<file path="config.mk">
export PLATFORM = sky130hd
export DESIGN_NAME = capture_arbiter
export DESIGN_NICKNAME = d
export VERILOG_FILES = /design/src/rtl/capture_arbiter_pkg.sv /design/src/rtl/capture_arbiter_rr_pick.sv /design/src/rtl/capture_arbiter.sv
export SDC_FILE = /design/constraint.sdc
export NUM_CORES = 1
export LEC_CHECK = 0
export ABC_AREA = 1
export CAP_MARGIN = 20
export CORE_AREA = 2 2 85 119
export DETAILED_ROUTE_END_ITERATION = 10
export DIE_AREA = 0 0 87 121
export SLEW_MARGIN = 20
export SYNTH_ARGS = -nofsm -noshare
export SYNTH_HDL_FRONTEND = slang
export SYNTH_HIERARCHICAL = 1
export SYNTH_SLANG_ARGS = --single-unit
</file>
<file path="constraint.sdc">
create_clock -name clk -period 2.5 [get_ports clk]
set_input_delay 0.25 -clock clk [delete_from_list [all_inputs] [get_ports clk]]
set_output_delay 0.25 -clock clk [all_outputs]
set_load 0.005 [all_outputs]
</file>
<file path="src/rtl/capture_arbiter_pkg.sv">
// Shared types and helpers for the capture_arbiter round-robin capture scheduler.
// Optional build macro used by the top level: CAPTURE_ARBITER_PRIORITY_EN.
package capture_arbiter_pkg;

   typedef enum logic {
      IDLE   = 1'b0,
      SETTLE = 1'b1
   } state_t;

   // Index width for n items, never narrower than one bit.
   function automatic int tag_w(input int n);
      return (n < 2) ? 1 : $clog2(n);
   endfunction

   // Pointer value after reset: the last requester, so requester 0 wins first.
   function automatic int rst_ptr(input int n);
      return n - 1;
   endfunction

endpackage

</file>
<file path="src/rtl/capture_arbiter_rr_pick.sv">
// Combinational round-robin picker: first asserted req strictly after ptr, wrapping.
module capture_arbiter_rr_pick
   import capture_arbiter_pkg::*;
#(
   parameter int NUM_REQ = 4
) (
   input  logic [NUM_REQ-1:0]          req,
   input  logic [tag_w(NUM_REQ)-1:0]   ptr,
   output logic [NUM_REQ-1:0]          win_oh,
   output logic [tag_w(NUM_REQ)-1:0]   win_idx,
   output logic                        any
);

   localparam int TW = tag_w(NUM_REQ);

   logic          found;
   int            pos;
   logic [TW-1:0] pos_t;

   assign any = |req;

   always_comb begin
      win_oh  = '0;
      win_idx = '0;
      found   = 1'b0;
      pos     = 0;
      pos_t   = '0;
      for (int k = 1; k <= NUM_REQ; k++) begin
         pos   = (int'(ptr) + k) % NUM_REQ;
         pos_t = TW'(pos);
         if (!found && req[pos_t]) begin
            found          = 1'b1;
            win_idx        = pos_t;
            win_oh[pos_t]  = 1'b1;
         end
      end
   end

endmodule

</file>
<file path="src/rtl/capture_arbiter.sv">
// Round-robin owner of a shared SYNC_STAGES-deep capture chain; emits data plus requester tag.
// Build macro CAPTURE_ARBITER_PRIORITY_EN makes requester 0 win whenever it requests in IDLE.
module capture_arbiter
   import capture_arbiter_pkg::*;
#(
   parameter int NUM_REQ     = 4,
   parameter int DATA_W      = 8,
   parameter int SYNC_STAGES = 2
) (
   input  logic                        clk,
   input  logic                        rst,
   input  logic [NUM_REQ-1:0]          req,
   input  logic [NUM_REQ*DATA_W-1:0]   req_data,
   output logic [NUM_REQ-1:0]          gnt,
   output logic                        busy,
   output logic                        out_valid,
   output logic [DATA_W-1:0]           out_data,
   output logic [tag_w(NUM_REQ)-1:0]   out_tag
);

   localparam int TW = tag_w(NUM_REQ);
   localparam int CW = tag_w(SYNC_STAGES);
   localparam logic [TW-1:0] PTR_RST  = TW'(rst_ptr(NUM_REQ));
   localparam logic [CW-1:0] CNT_LOAD = CW'(SYNC_STAGES - 1);

   state_t             state, state_nxt;
   logic [TW-1:0]      ptr, tag;
   logic [TW-1:0]      rr_idx, win_idx;
   logic [NUM_REQ-1:0] rr_oh, win_oh;
   logic               rr_any;
   logic [CW-1:0]      cnt;
   logic [DATA_W-1:0]  stage [SYNC_STAGES];
   logic               load, done;

   capture_arbiter_rr_pick #(
      .NUM_REQ (NUM_REQ)
   ) u_pick (
      .req     (req),
      .ptr     (ptr),
      .win_oh  (rr_oh),
      .win_idx (rr_idx),
      .any     (rr_any)
   );

   always_comb begin
      win_oh  = rr_oh;
      win_idx = rr_idx;
`ifdef CAPTURE_ARBITER_PRIORITY_EN
      if (req[0]) begin
         win_oh  = NUM_REQ'(1);
         win_idx = '0;
      end
`endif
   end

   // Handshake: req is a level held until gnt; gnt is a one-cycle pulse in the
   // cycle after the grant edge, and req is only sampled while state is IDLE.
   always_comb begin
      state_nxt = state;
      load      = 1'b0;
      done      = 1'b0;
      case (state)
         IDLE: begin
            if (rr_any) begin
               load      = 1'b1;
               state_nxt = SETTLE;
            end
         end
         SETTLE: begin
            if (cnt == '0) begin
               done      = 1'b1;
               state_nxt = IDLE;
            end
         end
         default: state_nxt = IDLE;
      endcase
   end

   always_ff @(posedge clk or posedge rst) begin
      if (rst) state <= IDLE;
      else     state <= state_nxt;
   end

   always_ff @(posedge clk or posedge rst) begin
      if (rst) begin
         gnt       <= '0;
         out_valid <= 1'b0;
         out_data  <= '0;
         out_tag   <= '0;
         tag       <= '0;
         ptr       <= PTR_RST;
         cnt       <= '0;
         for (int i = 0; i < SYNC_STAGES; i++) stage[i] <= '0;
      end else begin
         gnt       <= '0;
         out_valid <= 1'b0;
         if (load) begin
            stage[0] <= req_data[int'(win_idx)*DATA_W +: DATA_W];
            tag      <= win_idx;
            gnt      <= win_oh;
            ptr      <= win_idx;
            cnt      <= CNT_LOAD;
         end else if (state == SETTLE) begin
            for (int i = 1; i < SYNC_STAGES; i++) stage[i] <= stage[i-1];
            // The output register samples the chain tail before this edge's shift lands.
            if (done) begin
               out_data  <= stage[SYNC_STAGES-1];
               out_tag   <= tag;
               out_valid <= 1'b1;
            end else begin
               cnt <= cnt - CW'(1);
            end
         end
      end
   end

   assign busy = (state != IDLE);

endmodule

</file>
==> impl_metrics.ini, run 1 <==
[outcome]
status = complete, no violations

[critical_path]
crit_top_cell = nand2_1
critPathCaptureType = flip-flop
rrSetupSlack_ns = 0.23
cp-start-kind = flip-flop
slowest_stage = dfstp_2
crit_chain = inv_6 -> ha_4 -> inv_2 -> nand3_1 -> nand2_1 -> nand2_1 -> nor2_1 -> nor2_1 -> nor2_2 -> buf_2 -> nand2_1 -> nand3_1 -> nand2_1 -> nand2_1 -> nand2_1
cp.required_ns = 2.67
path_max_fanout = 11
cp.arrival_ns = 2.44
worst_path_largest_cell_delay_ns = 0.56
worstPathBufferInverterCount = 3
path_class = reg2reg
crit_family = simple AND/OR/NAND/NOR gates

[cells_and_area]
n_antenna_cell = 0
areaGrowthSynthToFinish_pct = 36.23
layout_common_cells = nand2_1, inv_1, clkdlybuf4s50_1
final_area_mm2 = 0.003138
drive_above_1_share_pct = 9.763
postLayoutCoreUtil_pct = 33.36
layout_commonest_cell = nand2_1
nets = 424
stdcell_count = 489

[global_routing]
grt_usage_pct = 10.27
antenna_found_initial = 0
first_global_vias = 2027
grt_overflow_total = 0
grt_max_degree = 38
grt_pass1_wl_um = 8811

[clock_network]
clk_pin_slew_ns = 0.05
cts_hold_buf = 0
cts_tree = built
clock-root-buffer = clkbuf_16
clk_latency_ns = 0.28
h-tree-depth = 2
clockBufferDepth = 2
cts_made_buffers = 5
cts_sinks = 37

[routing]
drt_iter0_drc = 106
dr.pass1.iters = 4
drtAntennaViolNets = 0
drt_wl_total_um = 5149
drcViolationCount = 0
wire_per_inst_um = 10.53
vias_per_cell = 4.211
vias = 2059

[yosys]
yosys_warnings = 6
syn-cell-area_mm2 = 0.002303
synth-seq-cells = 37
synth_cell_types = 24
netlist_instances = 319
syn_area_per_cell_um2 = 7.221
syn_nets = 365
yosysSeqAreaShare_pct = 40.30

[timing]
finalHoldWorstSlack_ns = 0.3800
setup_viol = 0
fin_tns_setup_ns = 0
worst_pin_slew_ns = 0.4615
worst_slack_ns = 0.2298
fmax_mhz = 440.5
drv_slew = 0
rsz0062_at_grt = no
skew_ns = 0.005150
slew_headroom_pct = 69.24
hold_violations = 0
min_period_over_period_pct = 90.81
min_period_ns = 2.270

[placement]
portBuffers = 53
dp_slack_ns = 0.07817
gp_congestion = 0.8330
dpl.hpwl_um = 4010
dp.cells = 479
placed_area_mm2 = 0.002935

[power]
leakage_nw = 1.642
fin_total_pwr_mw = 4.549
power_density_mw_per_mm2 = 1450
vdd_drop_max_v = 0.0003706

[floorplan]
die_area_mm2 = 0.01053
start_util_pct = 24.49
num_io_pins = 54
die_h_um = 121
chipWidth_um = 87
num_rows = 42
core-area_mm2 = 0.009407

[worst_hold_path]
hold_class = in2async

[job]
maxCapViolCount = 0
cells in the mapped netlist:
master | n | share of area, %
nand2_1 | 105 | 17
inv_1 | 61 | 9.9
nand3_1 | 39 | 8.5
dfrtp_1 | 35 | 38
o21ai_1 | 12 | 2.6
nor2_1 | 11 | 1.8
o21ai_0 | 10 | 2.2
ha_1 | 8 | 4.3
a21oi_1 | 6 | 1.3
buf_6 | 5 | 2.4
nand2_4 | 5 | 2.4
a21boi_0 | 4 | 1.3
buf_4 | 4 | 1.3
buf_2 | 2 | 0.43
dfstp_2 | 2 | 2.3
nand2_2 | 2 | 0.54
inv_2 | 1 | 0.16
inv_4 | 1 | 0.27
inv_6 | 1 | 0.38
nand3_4 | 1 | 0.76
nand4_1 | 1 | 0.27
nor2_2 | 1 | 0.27
nor2_4 | 1 | 0.49
nor2_8 | 1 | 0.87
routing by layer:
layer / track usage [%] / share of wire [%]
met3: 2.245 / 4.5
met2: 17.27 / 49
met5: 0 / 0
met4: 4.004 / 2.0
met1: 12.61 / 45
registers in the layout (all words and copies together) (netlist names):
name,count
stage,16
gnt,4
tag,2
out_data,8
busy,1
ptr,2
out_tag,2
cnt,1
out_valid,1
worst min-delay path, delay by kind of cell:
family                 cells  cell delay, ns
buffers and inverters      3            0.83
power by group:
part / switching [mW] / leakage, nW / total (mW) / internal [mW]
logic: 1.70 / 1.10 / 2.83 / 1.13
registers: 0.113 / 0.462 / 1.01 / 0.900
clock network: 0.234 / 0.0800 / 0.705 / 0.471
cell families after synthesis:
logic type	Yosys count	synth area share (%)
compound gates	32	7.388
fa+ha+maj	8	4.346
buf+inv	75	14.94
flops	37	40.30
simple gates	167	33.03
cell type report:
type | instances | area, um2
Clock buffer | 5 | 125.1
Clock inverter | 3 | 46.29
Fill cell | 1000 | 6269
Inverter | 64 | 247.7
Multi-Input combinational cell | 207 | 1046
Sequential cell | 37 | 928.4
Tap cell | 110 | 137.6
Timing Repair Buffer | 63 | 606.8
worst paths after layout:
path	endpoint	startpoint	cells past startpoint
max reg2reg	stage[12]	ptr[0]	15
min	gnt[0]	rst	3
max in group asynchronous	ptr[0]	rst	3
min reg2reg	stage[1]	stage[9]	2
min in group clk	stage[1]	stage[9]	2
max	stage[12]	ptr[0]	15
timing repair:
action | CTS | global route
setup buffers | 0 | 1
endpoints found under the setup margin | 0 | 8
resized for setup | 0 | 4
Note: power is estimated with default switching activity, not from simulation.
==> inputs of run 2 (changes only) <==
--- a/config.mk
+++ b/config.mk
@@ -10,7 +10,7 @@
 export CORE_AREA = 2 2 85 119
 export DETAILED_ROUTE_END_ITERATION = 10
 export DIE_AREA = 0 0 87 121
-export SLEW_MARGIN = 20
+export SLEW_MARGIN = 10
 export SYNTH_ARGS = -nofsm -noshare
 export SYNTH_HDL_FRONTEND = slang
 export SYNTH_HIERARCHICAL = 1
==> results of run 2 <==
Final layout, timing and power as in run 1 (identical DEF).
==> RTL change, RTL diff (config.mk and constraints of run 2) <==
Set the parameter `DATA_W` to 7 (it was 8).
--- a/src/rtl/capture_arbiter.sv
+++ b/src/rtl/capture_arbiter.sv
@@ -6,3 +6,3 @@
    parameter int NUM_REQ     = 4,
-   parameter int DATA_W      = 8,
+   parameter int DATA_W      = 7,
    parameter int SYNC_STAGES = 2
Ports: changed (resized out_data and req_data); port bits go from 54 to 49. No check against the original RTL was run, so the function may have changed too.
==> RTL change against run 2 <==
Area after synthesis shrank 6.7%. Final cell count fell by 5.9%. Critical path type unchanged. Sequential share of layout area fell by 0.24 points. Maximum frequency shrank 1.8%. Via count is 6.3% lower. Highest routed layer unchanged. Design area fell by 7.3%. First-iteration DRC count decreased by 44%. Worst setup slack worse by 0.042 ns. Routed wire length decreased by 3.7%. Sequential cell count is 3 lower. Total power down 8.2%.
==> RTL change: results (changes against run 2) <==
- Sequential area share after synthesis: 39.72% (-0.58 points)
- Critical Path AT: 2.48 ns (+0.04 ns)
- Dpl hpwl: 3.831 mm (-4.5%)
- Top cells by area, synth: dfrtp_1, nand2_1, inv_1
- Switching share of power: 45.96% (+1.0 points)
- Share of layout cells above drive strength 1: 10.86% (+1.1 points)
- Status: complete, no violations
- Leak pwr: 1.506 nW (-8.3%)
- Routing usage on met2: 16.46% (-0.81 points)
- Layout fillers: 1013 (+1.3%)
- Clock group power: 0.609 mW (-14%)
- # port buffers: 48 (-9.4%)
- Grt met3 use: 2.313% (+0.068 points)
- Critical Path Sink: stage[13]$_DFFE_PP0P_
- Synth Area in Compound Gates: 7.455% (+0.068 points)
- Pre-CTS setup slack: 0.08500 ns (+0.006826 ns)
- Final GP Congestion: 0.8386 (+0.67%)
- GRT met1 Usage: 11.19% (-1.4 points)
- Reg2Reg Capture Point: stage[13]$_DFFE_PP0P_
- First-pass GRT wire length: 8.169 mm (-7.3%)
- Cell Area, Placed: 0.002711 mm^2 (-7.6%)
- Routed WL: 4.960 mm (-3.7%)
- Combinational share of power: 62.1% (about the same)
- WHS: 0.3690 ns (-0.01106 ns)
- Final worst slack: 0.1880 ns (-0.04183 ns)
- Post-synth net total: 338 (-7.4%)
- Critical R2R Launch: ptr[1]$_DFFE_PP1P_
- Slew headroom: 59.92% (-9.3 points)
## RTL change: cell count changes after synthesis, sizes merged
cell,before,now
o21ai,22,20
inv,64,59
nand2,112,102
buf,11,10
nand3,40,38
dfrtp,35,32
## RTL change: repair_timing
item	CTS	global route
buffers inserted	0	2
gates resized for setup	0	6
setup endpoints to repair	0	7
## RTL change: tightest hold or removal path: stages
cell and delay, ns:
clkdlybuf4s50_1 0.40, inv_1 0.05, buf_4 0.36
## RTL change: area by class of cell
| cell class | instances | area (um^2) | area share (%) |
|---|---|---|---|
| inverter | 59 | 232.7 | 8.003 |
| timing repair buffer | 56 | 541.8 | 18.63 |
| sequential | 34 | 853.3 | 29.35 |
| clock inverter | 2 | 12.51 | 0.4303 |
| multi-input combinational | 193 | 991.0 | 34.08 |
| tap | 110 | 137.6 | 4.733 |
| clock buffer | 6 | 138.9 | 4.776 |
